### src/rtl/svcs_pkg.sv
// ============================================================================
// svcs_pkg : shared types and constants for the SVCS frame receiver/transmitter
// Revision : 1.0
// ============================================================================
`default_nettype none

package svcs_pkg;

   typedef enum logic [1:0] {
      NONE = 2'd0,
      INT  = 2'd1,
      REAL = 2'd2
   } svcs_type_e;

   typedef enum logic [1:0] {
      ST_HDR     = 2'd0,
      ST_PAYLOAD = 2'd1,
      ST_HOLD    = 2'd2
   } svcs_rx_state_e;

   localparam logic [3:0] SVCS_MAGIC      = 4'hA;
   localparam int         SVCS_INT_BYTES  = 4;
   localparam int         SVCS_REAL_BYTES = 8;

   function automatic logic svcs_hdr_ok(input logic [7:0] hdr);
      return (hdr[7:4] == SVCS_MAGIC) &&
             ((hdr[3:0] == 4'(INT)) || (hdr[3:0] == 4'(REAL)));
   endfunction

   function automatic logic [2:0] svcs_last_idx(input logic [1:0] typ);
      return (typ == REAL) ? 3'(SVCS_REAL_BYTES - 1) : 3'(SVCS_INT_BYTES - 1);
   endfunction

endpackage

`default_nettype wire

### src/rtl/svcs_byte_asm.sv
// ============================================================================
// svcs_byte_asm : 64-bit little-endian byte assembler (clear / write at index)
// Revision      : 1.0
// ============================================================================
`default_nettype none

module svcs_byte_asm
(
   input  logic        clk,
   input  logic        rst,
   input  logic        clr,
   input  logic        we,
   input  logic [2:0]  idx,
   input  logic [7:0]  din,
   output logic [63:0] data
);

   always_ff @(posedge clk) begin
      if (rst || clr) begin
         data <= '0;
      end else if (we) begin
         data[{idx, 3'b000} +: 8] <= din;
      end
   end

endmodule

`default_nettype wire

### src/rtl/svcs_frame_rx.sv
// ============================================================================
// svcs_frame_rx : decodes SVCS header+payload byte frames into INT/REAL words
// Revision      : 1.0
// ============================================================================
`default_nettype none

module svcs_frame_rx
   import svcs_pkg::*;
#(
   parameter int ERR_CNT_W = 16,
   parameter int FRM_CNT_W = 32
)
(
   input  logic                 clk,
   input  logic                 rst,
   input  logic                 in_valid,
   output logic                 in_ready,
   input  logic [7:0]           in_data,
   output logic                 out_valid,
   input  logic                 out_ready,
   output logic [1:0]           out_type,
   output logic [63:0]          out_data,
   output logic                 err_pulse,
   output logic [ERR_CNT_W-1:0] err_cnt,
   output logic [FRM_CNT_W-1:0] frm_cnt
);

   svcs_rx_state_e state;
   logic [2:0]     idx;
   logic           in_fire;
   logic           hdr_ok;
   logic           asm_clr;
   logic           asm_we;

   assign in_fire = in_valid && in_ready;
   assign hdr_ok  = svcs_hdr_ok(in_data);
   assign asm_clr = (state == ST_HDR) && in_fire && hdr_ok;
   assign asm_we  = (state == ST_PAYLOAD) && in_fire;

   // The assembly register doubles as the output data register.
   svcs_byte_asm u_asm (
      .clk  (clk),
      .rst  (rst),
      .clr  (asm_clr),
      .we   (asm_we),
      .idx  (idx),
      .din  (in_data),
      .data (out_data)
   );

   always_ff @(posedge clk) begin
      if (rst) begin
         state     <= ST_HDR;
         idx       <= 3'd0;
         in_ready  <= 1'b0;
         out_valid <= 1'b0;
         out_type  <= 2'(NONE);
         err_pulse <= 1'b0;
         err_cnt   <= '0;
         frm_cnt   <= '0;
      end else begin
         err_pulse <= 1'b0;
         case (state)
            ST_HDR: begin
               in_ready <= 1'b1;
               if (in_fire) begin
                  if (hdr_ok) begin
                     out_type <= in_data[1:0];
                     idx      <= 3'd0;
                     state    <= ST_PAYLOAD;
                  end else begin
                     err_pulse <= 1'b1;
                     if (err_cnt != '1) begin
                        err_cnt <= err_cnt + ERR_CNT_W'(1);
                     end
                  end
               end
            end
            ST_PAYLOAD: begin
               if (in_fire) begin
                  idx <= idx + 3'd1;
                  if (idx == svcs_last_idx(out_type)) begin
                     in_ready  <= 1'b0;
                     out_valid <= 1'b1;
                     state     <= ST_HOLD;
                  end
               end
            end
            ST_HOLD: begin
               if (out_valid && out_ready) begin
                  frm_cnt   <= frm_cnt + FRM_CNT_W'(1);
                  out_valid <= 1'b0;
                  in_ready  <= 1'b1;
                  state     <= ST_HDR;
               end
            end
            default: begin
               in_ready  <= 1'b0;
               out_valid <= 1'b0;
               state     <= ST_HDR;
            end
         endcase
      end
   end

endmodule

`default_nettype wire

### config.mk
export PLATFORM = sky130hd
export DESIGN_NAME = svcs_frame_rx
export DESIGN_NICKNAME = d
export VERILOG_FILES = /design/src/rtl/svcs_pkg.sv /design/src/rtl/svcs_byte_asm.sv /design/src/rtl/svcs_frame_rx.sv
export SDC_FILE = /design/constraint.sdc
export NUM_CORES = 1
export LEC_CHECK = 0
export CAP_MARGIN = 20
export CORE_MARGIN = 8
export CORE_UTILIZATION = 45
export CTS_CLUSTER_SIZE = 12
export DETAILED_ROUTE_END_ITERATION = 6
export PLACE_DENSITY = 0.8
export SLEW_MARGIN = 5
export SYNTH_ARGS = -nofsm -noshare
export SYNTH_HDL_FRONTEND = slang
export SYNTH_SLANG_ARGS = --single-unit
### constraint.sdc
create_clock -name clk -period 3.2 [get_ports clk]
set_input_delay 0.64 -clock clk [delete_from_list [all_inputs] [get_ports clk]]
set_output_delay 0.64 -clock clk [all_outputs]
set_load 0.01 [all_outputs]
# Yosys cells after proc, flatten, opt, wreduce, memory -nomap -nowiden
# Index checks and enable logic that the tools add are counted.
dict set report word_totals {
  reg_bits 122
  input_bits 12
  output_inout_bits 117
  wordCells 70
}
dict set report op_classes {
  add_sub_neg 4
  n_eq_ne 13
  shift 2
  n_mux 21
  bitwise 3
  reduce_logical 18
}
# cell n
set op_table {}
lappend op_table {{bitwise mux 64 bit} 1}
lappend op_table {{variable shift 8 x 8 -> 64 bit, first input constant} 1}
lappend op_table {{variable part select 8 x 8 -> 64 bit} 1}
lappend op_table {{adder 32 x 1 -> 32 bit, second input constant} 1}
lappend op_table {{adder 16 x 1 -> 16 bit, second input constant} 1}
lappend op_table {{inequality test 16 bit, second input constant} 1}
lappend op_table {{two-way mux 3 bit} 4}
lappend op_table {{AND reduction 4 bit} 3}
lappend op_table {{two-way mux 2 bit} 5}
lappend op_table {{inequality test 2 bit, second input constant} 4}
lappend op_table {{negator 6 -> 8 bit} 1}
lappend op_table {{two-way mux 1 bit} 7}
lappend op_table {{logical AND 1 bit} 6}
lappend op_table {{one-hot mux 1 bit (3 select lines)} 2}
lappend op_table {{one-hot mux 2 bit (3 select lines)} 1}
lappend op_table {{one-hot mux 3 bit (2 select lines)} 1}
lappend op_table {{AND reduction 3 bit} 2}
lappend op_table {{AND reduction 5 bit} 1}
lappend op_table {{== test 2 bit, second input constant} 2}
lappend op_table {{== test 4 x 1 -> 1 bit, second input constant} 1}
lappend op_table {{== test 4 x 2 -> 1 bit, second input constant} 1}
lappend op_table {{== test 4 bit, second input constant} 1}
lappend op_table {{adder 3 x 1 -> 3 bit, second input constant} 1}
lappend op_table {{== test 3 bit} 1}
lappend op_table {{8 further kinds} 11}

# Logic depth before layout (Yosys ltp)
# Gate-level depths: netlist of the first run.
dict set report logic_depth {
  ltp_word 6
  mapped_depth 10
  ltp_nobuf 8
}

# By module
# From an unflattened synthesis of the first run, not the netlist that was laid out.
dict set report hier_totals {
  hier_cells 581
  area_unflattened_um2 5278.8
}
# module instances cells_each area_per_inst_um2 seq_area_each_um2
set modules_own_cells {}
lappend modules_own_cells {svcs_frame_rx 1 326 2762.6 1161.1}
lappend modules_own_cells {svcs_byte_asm 1 255 2516.2 1281.2}

# Worst setup path before layout of the first run
# Ideal clock, no wire load.
dict set report synth_timing {
  kind {reg2reg}
  start {reg idx[0]}
  end {reg u_asm.data[32]}
  setup_ns 0.114
  arrival_ns 2.172
  required_ns 3.086
  setup_slack_ns 0.913
  stages_incl_launch_ff 10
  path_buffers 2
  period_less_slack_ns 2.287
  path_cell_list {dfxtp_1 buf_2 inv_1 ha_1 ha_1 buf_2 o211ai_1 nor3_2 mux2i_1 nor2_1}
}
dict set report synth_via {
  elab_chain_cells 3
  word_cells_on_any_way 4
  cone_classes {1 x add/sub; 2 x shift; 1 x mux}
}
# item line
set synth_lines {}
lappend synth_lines {{from (decl)} svcs_frame_rx.sv:29} ;# logic [2:0] idx;
lappend synth_lines {{from (signal assigned)} svcs_frame_rx.sv:81} ;# idx <= idx + 3'd1;
lappend synth_lines {{negator 6 -> 8 bit (*)} svcs_byte_asm.sv:22} ;# data[{idx, 3'b000} +: 8] <= din;
lappend synth_lines {{variable part select 8 x 8 -> 64 bit / variable shift 8 x 8 -> 64 bit (equally long branches)} svcs_byte_asm.sv:22}
lappend synth_lines {{bitwise mux 64 bit (*)} svcs_byte_asm.sv:22}
lappend synth_lines {{to (signal, indexed assignment)} svcs_byte_asm.sv:22}
lappend synth_lines {{to (decl)} svcs_byte_asm.sv:15} ;# output logic [63:0] data
# Mark *: on every way between the ends. The rest lies on a longest branch, timed or not.
# A chain may end at the register's enable or synchronous reset.

# Worst setup path after layout of the first run
dict set report layout_timing {
  start {reg idx[0]}
  end {reg u_asm.data[23]}
}
# Same word-level chain as after synthesis.

==> results of run 1 <==
## registers in the layout, summed over array words and instances (netlist names)
signal	cells
err_cnt	16
err_pulse	1
frm_cnt	32
idx	3
in_ready	1
out_type	2
out_valid	1
state	2
u_asm.data	64
## area by class of cell
class / instances / area share [%]
clock inverter: 13 / 2.95
tap: 143 / 2.45
sequential: 122 / 33.5
clock buffer: 19 / 6.21
multi-input combinational: 418 / 35.4
inverter: 11 / 0.566
timing repair buffer: 142 / 18.9
## cells in the mapped netlist (all sizes together)
master	n	area, um^2
and4b	2	20.0
buf	23	180
o22ai	1	6.26
inv	11	41.3
or3b	1	8.76
nor2b	5	31.3
nand2	47	193
a311o	1	10.0
dfxtp	122	2440
nand4b	1	15.0
nand2b	7	43.8
ha	6	75.1
or2	1	6.26
nor4	17	125
clkbuf	10	37.5
xor2	6	52.6
and2	3	18.8
nor3	25	151
mux2	1	11.3
nor2	104	393
o211ai	1	7.51
mux2i	45	450
and4	8	70.1
nor4b	1	23.8
nand3b	1	7.51
nand4	15	93.8
a31oi	1	6.26
and3	5	31.3
a211oi	1	7.51
or3	2	12.5
nand3	31	160
nor3b	2	15.0
o22a	1	8.76
a21oi	33	165
o21ai	4	20.0
o221a	1	11.3
o21bai	1	7.51
xnor2	37	324
## worst paths after layout
kind	from	to	slack (ps)	depth (start not counted)
setup reg to reg	idx[0]$_SDFFE_PP0P_	u_asm.data[23]$_SDFFE_PP0P_	550	7
hold reg to reg	u_asm.data[59]$_SDFFE_PP0P_	u_asm.data[59]$_SDFFE_PP0P_	450	2
setup / recovery	idx[0]$_SDFFE_PP0P_	u_asm.data[23]$_SDFFE_PP0P_	550	7
hold / removal	u_asm.data[59]$_SDFFE_PP0P_	u_asm.data[59]$_SDFFE_PP0P_	450	2
## cell families after synthesis
family	after synthesis	synth area share (%)
and+or+nand+nor	278	26.9
DFF	122	46.2
muxes	46	8.74
AOI/OAI and AO/OA	45	4.74
buffers and inverters	44	4.90
xor gates and xnor gates	43	7.13
adders and majority gates	6	1.42
## report_power, final
group,switching [uW],internal [uW],total [uW]
logic,60.9,31.8,92.7
registers,4.08,1520,1530
clock network,705,1430,2140
## per-stage QoR
| step | area, um^2 | utilization (%) | worst slack (ps) | total power [uW] | hold WS [ps] |
|---|---|---|---|---|---|
| 2_1_floorplan | 5290 | - | 913 | 1620 | 474 |
| 3_3_place_gp | 6630 | 58.0 | 446 | 1650 | 442 |
| 3_5_place_dp | 6630 | 58.0 | 377 | 1650 | 453 |
| 4_1_cts | 7300 | 63.9 | 568 | 3790 | 460 |
| 5_1_grt | 7300 | 63.9 | 411 | 3870 | 482 |
| 6_report | 7300 | 63.9 | 550 | 3760 | 455 |
## critical path, delay by kind of cell (launching register included)
kind                       cells  cell delay, ps
DFF                            1             550
adders and majority gates      2             780
muxes                          1             280
buffers and inverters          1             120
and+or+nand+nor                2             570
AOI/OAI and AO/OA              1             230
## layer usage
metal / global-route usage (%) / routed length (um)
met2: 30.1 / 7200
met1: 21.1 / 6020
met3: 5.74 / 803
met5: 0 / 0
met4: 8.36 / 296
==> impl.org, run 1 <==
** Setup path
- Critical path endpoint category :: register
- Data on the critical path is required at its endpoint by about 3500 ps.
- Worst setup path class :: register to register
- CP peak stage delay :: about 550 ps
- In this run the worst path has a maximum fanout of 12.
- Startpoint types :: register
- In this design, the critical path's most frequently occurring cell is sky130_fd_sc_hd__ha_1.
- For the worst setup path, the data arrival time is 2940 ps.
- For this design, the slowest cell found on the critical path is sky130_fd_sc_hd__dfxtp_1.
- Cell-by-cell trace of the critical path :: inv_1 -> ha_1 -> ha_1 -> o211ai_1 -> nor2_2 -> mux2i_1 -> nor2_1

** Place
- Final GP Congestion :: 0.838
- Dpl hpwl :: around 10 mm
- Number of instances in the placed design :: ~840
- Count of input and output buffers :: ~130

** Clock tree
- Clock root buffer master :: sky130_fd_sc_hd__clkbuf_16
- Buffers inserted during clock tree synthesis total 17.
- Maximum level of the CTS H-tree :: 4
- Clk Latency, worst-skew pair :: around 410 ps
- The clock passes through at most 2 buffers.
- Hold bufs inserted after CTS :: 0
- After clock tree synthesis, the clock-pin slew on the worst setup and hold paths is ~60 ps.
- Num Clock Sinks :: between 100 and 150
- After clock tree synthesis, the repair step resized 0 gates.
- In this run the post-CTS setup repair buffer count came out at 0.
- Clock tree from TritonCTS :: yes

** Timing
- Post-Route Setup TNS :: 0 ps
- Achievable Freq :: 377 MHz
- Time the worst path needs with I/O delays and setup :: roughly 2700 ps
- Setup violations remaining at the end of the flow were counted as 0.
- Max_slew headroom :: between 50% and 60%
- Setup repair after global routing left no endpoint under its margin.
- For the final database, setup skew stands at around 14 ps.
- The hold violation total from the final report was 0.
- Fin. max-slew vios :: 0
- Fraction of the cycle the final worst path needs :: between 80% and 90%
- For the pin with the worst max-slew slack, the measured transition is ~740 ps.

** Floorplanning
- The floorplan has 39 rows.
- The floorplan step defined a die boundary enclosing roughly 15000 um^2.
- The core region is around 11000 um^2.
- Count of boundary I/O pins :: 129
- The die is around 120 um wide.
- Vertical die dimension :: around 120 um
- The initial utilization of the core area, before any placement, comes to a little under half.

** Final layout
- In the final design database the tool counted 730 nets.
- The multi-input combinational cells in the finished layout cover a total of 2580 um^2.
- Fill count :: ~900
- The finished layout holds ~870 standard cells, fillers aside.
- Leaving out fill and tap cells, the most frequent cell in the layout is sky130_fd_sc_hd__clkdlybuf4s50_1.
- 0 antenna diodes ended up in the layout.
- The area growth from synthesis to layout is 38.0%.
- Most frequent cells in the layout :: sky130_fd_sc_hd__clkdlybuf4s50_1, sky130_fd_sc_hd__dfxtp_1, sky130_fd_sc_hd__nor2_1
- Layout cells sized above 1 :: 8.55%
- Area of all sequential standard cells :: ~2400 um^2

** Power
- Max rail drop VDD :: between 0.2 and 0.3 mV
- Leakage power :: 0.00242 uW
- In this run the power density over the cells is 515 nW/um^2.

** GRT
- Entering global routing, the biggest net connects between 60 and 70 pins.
- The number of antenna violations at the first check in global routing came to 0.
- The number of global-route vias before repair came to around 4600.
- The first global-routing pass estimated ~23 mm of wire.
- Global routing consumed, over all layers together, a little under a fifth of the routing resources.
- For this run the aggregate overflow at the end of global routing stands at 0.

** Route
- Antenna viol nets, final :: 0
- The routed layout has around 4600 vias.
- Remaining design rule violation count :: 0
- Drt total wl :: between 10 and 15 mm
- DRC violation total after the first TritonRoute iteration :: 362
- Per-cell via count in the routed design :: between 5 and 6
- The first detailed-routing pass took 4 iterations.
- Wirelength per Cell :: 16.5 um

** Outcome
- Run status :: completed

** Synthesis
- The synthesized design contains ~120 register bits.
- Warnings, synthesis :: 0
- After synthesis the cells add up to roughly 5300 um^2.
- Number of instances in the synthesized netlist :: around 580
- For this run, the register share of the synthesized area comes to 46.2%.
- Count of cell types in the netlist :: 47
- After synthesis, the mean cell area works out to about 9.0 um^2.
- Synthesized netlist net count :: 602

** Worst hold path
- Worst hold path class :: register to register

** Run
- Number of maximum-capacitance violations :: 0
(Power assumes the default switching activity.)
==> run 2, diff against run 1 <==
PLACE_DENSITY = 0.83   (was 0.8)
clock period = 2.35 ns   (was 3.2 ns; I/O delays follow)
==> impl.org, run 2 (synthesis results as in run 1) <==
** Outcome
- The run finished with clean final reports.

** Clock tree
- In this run the clock root is driven by a sky130_fd_sc_hd__clkbuf_16.
- The tree built by TritonCTS fans out to around 120 sinks.
- Clock slew at reported path FFs :: 60 ps
- The longest clock path from root to sink contains 2 buffers.
- Clk Latency, worst-skew pair :: between 400 and 500 ps
- TritonCTS built the clock tree.
- In this run, post-CTS hold repair placed 0 buffers.
- Post-CTS Setup Inserts :: 0
- Maximum level of the CTS H-tree :: 4
- Buffers inserted during clock tree synthesis total 17.

** Setup path
- The most critical setup path has its startpoint at idx[1]$_SDFFE_PP0P_.
- R2R Path Start :: idx[1]$_SDFFE_PP0P_
- The worst setup path is captured at a register.
- Reg-to-reg setup timing slack :: 200 ps
- In this run the worst path has a maximum fanout of 8.
- For the worst flop-to-flop path, the logic depth is 8.
- CP peak stage delay :: between 400 and 500 ps
- The endpoint identified for the worst register-to-register timing path is u_asm.data[3]$_SDFFE_PP0P_.
- Startpoint types :: register
- The setup path with the least slack is of type register to register.
- Critical path capture point :: u_asm.data[3]$_SDFFE_PP0P_
- Data on the critical path is required at its endpoint by between 2000 and 3000 ps.
- The slowest stage of the critical path is the sky130_fd_sc_hd__dfxtp_1 cell.
- Traced cell by cell, the critical path runs through inv_1 -> ha_2 -> ha_1 -> nor3_1 -> and3_1 -> buf_12 -> mux2i_1 -> nor2_1.
- Arrival @ worst endpoint :: between 2000 and 2500 ps

** Power
- Dividing total power by cell area gives a power density of roughly 640 nW/um^2.
- Clock network fraction of design power :: 53.5%
- Across the VDD grid, the largest voltage drop is 0.444 mV.
- The share of total power dissipated in combinational logic is between 3 and 4%.
- Cell internal pwr :: 3720 uW
- Net switching is 22.5% of the power.
- Switching power of the nets :: roughly 1100 uW
- Share of power burned in registers :: between 40% and 50%
- Summed over all cells, the static leakage comes to 0.00252 uW.

** GRT
- The first global-routing pass estimated between 20 and 25 mm of wire.
- Gr ovfl total :: 0
- Via count of the first global-routing pass :: roughly 4700
- Maximum number of pins on one net before global-route repair :: 24
- Global-route usage over all layers :: approximately a fifth
- The number of antenna violations at the first check in global routing is 0.

** Timing
- For this run, the top clock speed supported by timing is 464 MHz.
- Setup repair after global routing left no endpoint under its margin.
- Max_slew headroom :: around 70%
- Count of endpoints failing setup in the final report :: 0
- Final clock skew :: about 12 ps
- Slew @ Worst Pin :: 431 ps
- Setup slack closes at around 200 ps.
- Fraction of the cycle the final worst path needs :: between 90% and 100%
- The hold violation total from the final report was 0.
- Time the worst path needs with I/O delays and setup :: between 2000 and 2500 ps
- The final-report max-slew violation count was 0.

** Floorplanning
- In this run the vertical extent of the chip is ~120 um.
- The floorplan has 39 rows.
- Count of boundary I/O pins :: 129
- The die covers 15500 um^2.
- The die is between 100 and 150 um wide.
- The core region is around 11000 um^2.
- Once the floorplan was initialized, standard cells occupied 46.3% of the core.

** Final layout
- # nets final :: between 700 and 800
- Of the cells placed in the final design, the portion with a size suffix greater than 1 is between 10% and 20%.
- Relative area change from synthesis to final layout :: 42.0%
- Leaving out fill and tap cells, the most frequent cell in the layout is sky130_fd_sc_hd__clkdlybuf4s50_1.
- Fill count :: about 920
- Final std cell area, no fill :: between 7000 and 8000 um^2
- The largest registers in the layout are u_asm.data: 64 flops, frm_cnt: 32 flops, err_cnt: 16 flops.
- More flip-flops sit in one register than any other, and that register is u_asm.data.
- The top cell types in the final layout, fill and taps aside, are sky130_fd_sc_hd__clkdlybuf4s50_1, sky130_fd_sc_hd__dfxtp_1, sky130_fd_sc_hd__nor2_1.
- The repair_antennas step left the layout with diodes totalling 0.
- Max reg flops :: 64

** Route
- Per-cell via count in the routed design :: approximately 5.3
- Wirelength per Cell :: 16.5 um
- The first detailed-routing pass ran for 5 iterations.
- Number of vias in the routed layout :: ~4700
- The count of nets left with antenna violations once routing finished came out at 0.
- Remaining design rule violation count :: 0
- Drt total wl :: between 10 and 15 mm
- DRC violation total after the first TritonRoute iteration :: 338

** Worst hold path
- Worst hold path class :: register to register

** Run
- Max-cap violations in this run came to 0.

** Place
- Instance area at placement :: around 6900 um^2
- Dpl hpwl :: approximately 11 mm
- Port buffering added around 130 buffers.
- Before CTS, the worst setup slack after placement is -159 ps.
- At the end of routability-driven placement, the weighted congestion stood at between 0.8 and 0.9.
run 2: cell count changes in the layout (fill, tap and decap cells not counted), moves of 2 or more:
cell	delta
sky130_fd_sc_hd__buf_4	+14
sky130_fd_sc_hd__buf_12	+9
sky130_fd_sc_hd__inv_6	+4
sky130_fd_sc_hd__bufinv_16	-3
sky130_fd_sc_hd__clkinv_4	-2
sky130_fd_sc_hd__clkbuf_8	-2
sky130_fd_sc_hd__clkinvlp_4	+3
run 2: area by class of cell:
| type | instances | area (um^2) | share of cell area (%) |
|---|---|---|---|
| Timing Repair Buffer | 165 | 1670 | 22.2 |
| Inverter | 11 | 41.3 | 0.550 |
| Clock inverter | 14 | 160 | 2.13 |
| Clock buffer | 18 | 429 | 5.72 |
| Tap cell | 143 | 179 | 2.38 |
| Multi-Input combinational cell | 418 | 2590 | 34.5 |
| Sequential cell | 122 | 2440 | 32.5 |
run 2: what timing repair did:
action | 4_1_cts | 5_1_grt
hold endpoints to repair | 0 | 0
resized for setup | 0 | 1
setup endpoints to repair | 0 | 1
run 2: worst max-delay path: cells and delay by family (launching register included):
kind                     cells  cell delay [ps]
adder cells (fa/ha/maj)      2              560
buffers and inverters        2              240
flip-flops                   1              440
multiplexers                 1              210
AND/OR/NAND/NOR              3              590
run 2: per-stage QoR:
stage | TNS [ps] | total power (uW) | hold WS (ps) | cells | utilization [%]
floorplan | 0 | 2200 | 474 | 584 | -
global placement | -3040 | 2270 | 441 | 859 | 60.5
detailed placement | -7950 | 2270 | 446 | 859 | 60.5
CTS | 0 | 4840 | 455 | 891 | 65.7
global route | 0 | 4950 | 477 | 891 | 65.7
finish | 0 | 4800 | 456 | 891 | 65.7
run 2: metal layers:
layer	up-vias	GRT usage (%)	part of all wire, %
li1	2308	-	-
met1	2260	21.3	43
met2	132	31.7	50
met3	26	4.98	4.5
met4	0	9.57	2.5
met5	-	0	0
run 2: worst min path at each step:
stage / end / startpoint / cells after the start / slack (ps)
floorplan: u_asm.data[15]$_SDFFE_PP0P_ / u_asm.data[15]$_SDFFE_PP0P_ / 2 / 470
global route: u_asm.data[63]$_SDFFE_PP0P_ / u_asm.data[63]$_SDFFE_PP0P_ / 2 / 480
finish: u_asm.data[59]$_SDFFE_PP0P_ / u_asm.data[59]$_SDFFE_PP0P_ / 2 / 460
detailed placement: u_asm.data[63]$_SDFFE_PP0P_ / u_asm.data[63]$_SDFFE_PP0P_ / 2 / 450
global placement: u_asm.data[62]$_SDFFE_PP0P_ / u_asm.data[62]$_SDFFE_PP0P_ / 2 / 440
CTS: u_asm.data[63]$_SDFFE_PP0P_ / u_asm.data[63]$_SDFFE_PP0P_ / 2 / 460
run 2: power groups by stage:
stage	Clock, uW	Sequential, uW	Combinational [uW]
global route	2710	2080	161
global placement	0	2120	147
finish	2570	2080	153
floorplan	0	2120	75.8
CTS	2610	2080	151
detailed placement	0	2120	150
==> RTL change 1 (settings of run 1) <==
Re-encode `svcs_rx_state_e` (3 states) as one-hot, 3 bits wide.
--- a/src/rtl/svcs_pkg.sv
+++ b/src/rtl/svcs_pkg.sv
@@ -12,10 +12,10 @@
       REAL = 2'd2
    } svcs_type_e;
 
-   typedef enum logic [1:0] {
-      ST_HDR     = 2'd0,
-      ST_PAYLOAD = 2'd1,
-      ST_HOLD    = 2'd2
+   typedef enum logic [2:0] {
+      ST_HDR     = 3'b001,
+      ST_PAYLOAD = 3'b010,
+      ST_HOLD    = 3'b100
    } svcs_rx_state_e;
 
    localparam logic [3:0] SVCS_MAGIC      = 4'hA;
Function: no difference found for any inputs over 4 cycles, from zero or initial values and one cycle with rst high; so few cycles prove little.
==> RTL change 1 against run 1 <==
  * Sequential cell count up 1
  * Total power down 6.8%
  * Global-route usage up 0.18 points
  * Largest power group unchanged
  * Highest routed layer unchanged
  * Cell area up 0.69%
  * Utilization up 0.16 points
  * Routed wire length down 0.29%
  * Worst setup slack better by 0.16 ns
  * Final cell count up 0.12%
  * Synthesized area up 0.14%
==> RTL change 1: results (changes against run 1) <==
* Nets at 731 (+0.14%)
* Diodes inserted at 0 (unchanged)
* Top cells by area, synth: dfxtp_1, mux2i_1, nor2_1, xnor2_1, xor2_1
* Synthesized Nets at 598 (-0.66%)
* Slew margin rel. at 0.4952 (-0.009446)
* Worst-path clk slew at 0.06 ns (about the same)
* Seq/Total Area, Yosys at 0.4652 (+0.003127)
* Peak fanout along the critical path at 17 (+5)
* Global-route wire length before repair at 23720 um (+1.2%)
* Average vias per placed instance at 5.304 (-0.18%)
* First-pass DRT Iterations at 7 (+3)
* Post-DP HPWL at 10240 um (+1.8%)
* Share of flip-flops with an asynchronous set or reset at 0 (unchanged)
* Synth cell count leaders: nor2_1, dfxtp_1, mux2i_1
* DRC at 0 (unchanged)
* Global placer's final weighted congestion at 0.8859 (+5.7%)
* DRT iter0 DRCs at 353 (-2.5%)
* Largest net degree at the start of global routing at 40 (-38%)
* Yosys cell types at 43 (-8.5%)
* Pre-CTS worst setup slack at 0.4658 ns (+0.08921 ns)
* VDD IR max at 0.4224 mV (+51%)
* LEAKAGE at 0.002734 uW (+13%)
* Routed len/inst at 16.43 um (-0.40%)
* Vias in the first global route at 4740 (+2.9%)
* Layout cells sized above 1 at 0.1006 (+0.01503)
* Total GRT Usage at 0.1844 (+0.001846)
* Status: complete, no violations
* Biggest regs: u_asm.data x64, frm_cnt x32, err_cnt x16
* Clock buffer depth at 2 (unchanged)
* Clock Root Buffer: clkbuf_16
* Post-CTS Resized at 0 (unchanged)
* Final Skew at 0.009897 ns (-0.004099 ns)
* Die area at 0.01549 mm2 (+0.13%)
* WP data arrival at 2.77 ns (-0.17 ns)
==> RTL change 1: layout make-up <==
cell class	instances	area (um2)
clock buffers	18	439.2
clock inverters	14	145.1
fillers	907	4121
inverters	11	41.29
multi-input cells	412	2628
flip-flops and latches	123	2462
well taps	143	178.9
repair buffers	148	1451
==> RTL change 1: kinds of logic (layout without fill, tap and decap cells) <==
family,count (synthesis),after routing,synth area share
flip-flops,123,123,0.4652
XOR/XNOR,41,41,0.06785
AO/OA/AOI/OAI,34,34,0.03475
adder cells (fa/ha/maj),6,6,0.01418
multiplexers,62,62,0.1177
AND/OR/NAND/NOR,269,269,0.2615
buffers and inverters,45,191,0.03877
==> RTL change 1: metal layers <==
layer | track usage | vias to the layer above | part of all wire
li1 | - | 2256 | -
met1 | 0.2026 | 2162 | 0.43
met2 | 0.3045 | 168 | 0.46
met3 | 0.07787 | 23 | 0.087
met4 | 0.08150 | 0 | 0.019
met5 | 0 | - | 0
==> RTL change 1: per-stage QoR <==
step / std cells / total power [uW] / hold slack (ns) / area (um2)
final: 869 / 3500 / 0.4657 / 7346
after detailed placement: 837 / 1669 / 0.4604 / 6761
after global placement: 837 / 1667 / 0.4668 / 6761
after global routing: 869 / 3614 / 0.4982 / 7346
after CTS: 869 / 3526 / 0.4683 / 7346
after floorplan: 580 / 1619 / 0.4776 / 5293
==> RTL change 1: worst max-delay path, cell delays in order, from the launching register on <==
cell and delay, ns:
dfxtp_1 0.46, nand4_2 0.28, or4_1 0.91, nor4_1 0.49
xnor2_1 0.16, nor2_1 0.05
==> RTL change 1: power by group <==
part / internal, uW / switching, uW
clock network: 1160 / 698
registers: 1540 / 3.64
logic: 37.6 / 61.1
==> RTL change 1: path summary, 6_finish.rpt <==
kind,start,to,slack (ns),depth (start not counted)
min,out_type[1],out_type[1],0.47,2
min reg2reg,out_type[1],out_type[1],0.47,2
max,frm_cnt[4],frm_cnt[31],0.71,5
max reg2reg,frm_cnt[4],frm_cnt[31],0.71,5
==> RTL change 2 (config.mk and constraints of run 1) <==
Made on the original files. The parameter `FRM_CNT_W` goes from 32 to 16.
--- a/src/rtl/svcs_frame_rx.sv
+++ b/src/rtl/svcs_frame_rx.sv
@@ -8,7 +8,7 @@
    import svcs_pkg::*;
 #(
    parameter int ERR_CNT_W = 16,
-   parameter int FRM_CNT_W = 32
+   parameter int FRM_CNT_W = 16
 )
 (
    input  logic                 clk,
Interface: changed (resized frm_cnt); port bits go from 129 to 113. The function was not compared with the original's and may differ.
==> RTL change 2 against run 1 <==
  * Worst setup slack improved by 0.22 ns
  * Routed wire length shrank 13%
  * Synthesized area is 13% lower
  * Critical path depth unchanged
  * Synthesized cell count down 15%
  * Total power down 41%
  * Cell area decreased by 17%
  * Combinational power increased by 4.6%
  * Sequential cell count down 16
  * Largest cell class unchanged
  * Largest power group is now registers
==> RTL change 2: results (changes against run 1) <==
* Status: complete, no violations
* GR met2 Demand/Resource at 0.3068 (+0.005771)
* Biggest regs: u_asm.data x64, err_cnt x16, frm_cnt x16
* LEAKAGE at 0.002366 uW (-2.3%)
* Clock Root Buffer: clkbuf_8
* Hold Path Sink: u_asm.data[28]
* Met1 usage at 0.2145 (+0.003006)
* Dpl cell area at 0.005881 mm2 (-11%)
* Total routed wirelength at 12470 um (-13%)
* PortBufs at 112 (-13%)
* Pre-CTS worst setup slack at 0.4972 ns (+0.1207 ns)
* Setup Fix Bufs, Post-CTS at 0 (unchanged)
* CP top delay family: simple AND/OR/NAND/NOR gates
* Global-route wire length before repair at 19730 um (-16%)
* Seq/Total Area, Yosys at 0.4611 (-0.001001)
* Average vias per placed instance at 5.374 (+1.1%)
* Number of buffers created by CTS at 9 (-8)
* Post-DP HPWL at 9160 um (-9.0%)
* Yosys cell types at 52 (+11%)
* Power of the combinational group at 97.0 uW (+4.6%)
* Clock latency on the worst-skew pair at 0.37 ns (-0.04 ns)
* WP data arrival at 2.70 ns (-0.24 ns)
* Critical R2R Capture: u_asm.data[39]
* Total GRT Usage at 0.1841 (+0.001572)
* Reg power frac at 0.593 (+0.187)
* Top cells by area, synth: dfxtp_1, mux2i_1, nor2_1, a21oi_1, nand2_1
* Nets at 620 (-15%)
* Final Skew at 0.01252 ns (-0.001475 ns)
* Hold depth at 2 (unchanged)
* H-Tree Level Count at 3 (-1)
* M3 GR Usage at 0.07234 (+0.01490)
* Layout cells sized above 1 at 0.08237 (-0.003145)
* # fillers at 865 (-5.8%)
* Vias in the first global route at 3935 (-15%)
* Psw at 566.2 uW (-26%)
* Worst Max-Slew Pin Slew at 0.5379 ns (-0.2052 ns)
* Worst hold start: u_asm.data[28]
* Global placer's final weighted congestion at 0.8399 (+0.25%)
* DRT iter0 DRCs at 305 (-16%)
* Synthesized Nets at 514 (-15%)
* Worst hold margin at 0.4639 ns (+0.009143 ns)
* Worst-path clk slew at 0.11 ns (+0.05 ns)
* Worst min-delay path class: reg2reg
* Largest net degree at the start of global routing at 51 (-22%)
* VDD IR max at 0.2600 mV (-7.3%)
==> RTL change 2: cell types whose count changed in the layout (fill, tap and decap cells not counted), moves of 7 or more <==
cell,delta
xnor2_1,-32
nor2_1,-29
clkbuf_16,-17
dfxtp_1,-16
clkdlybuf4s50_1,-15
nand2_1,-15
nand3_1,-15
nor4_1,-14
o31ai_1,+13
nor3_1,-12
mux2i_1,+11
or4_1,+11
clkbuf_8,+7
nand2b_1,-7
==> RTL change 2: worst max path at each step <==
stage                                 to  slack (ns)       start
after floorplan           u_asm.data[16]        0.85      idx[0]
after global placement       err_cnt[14]        0.58  in_data[6]
after detailed placement  u_asm.data[43]        0.50    in_valid
after CTS                 u_asm.data[39]        0.75      idx[0]
after global routing      u_asm.data[37]        0.44      idx[0]
final                     u_asm.data[39]        0.77      idx[0]
==> RTL change 2: kinds of logic after synthesis <==
logic type,count (synthesis),share of synthesized area
buf+inv,42,0.04024
compound gates,66,0.08945
flops,106,0.4611
xor+xnor,10,0.01903
simple gates,205,0.2398
mux,61,0.1340
fa+ha+maj,6,0.01631
==> RTL change 2: layout make-up <==
type | instances | area, um2 | area share
Timing Repair Buffer | 129 | 1261 | 0.2077
Sequential cell | 106 | 2122 | 0.3495
Multi-Input combinational cell | 348 | 2297 | 0.3783
Clock inverter | 7 | 67.56 | 0.01113
Tap cell | 136 | 170.2 | 0.02802
Clock buffer | 9 | 123.9 | 0.02040
Inverter | 8 | 30.03 | 0.004945
==> RTL change 2: metrics by stage <==
stage	total power (uW)	instances
after floorplan	1405	496
after global placement	1449	727
after detailed placement	1451	727
after CTS	2255	743
after global routing	2316	743
final	2231	743
==> RTL change 2: per-layer routing <==
layer	vias up	routed length [um]
li1	1970	-
met1	1908	5277
met2	100	5967
met3	15	1005
met4	0	224
met5	-	0
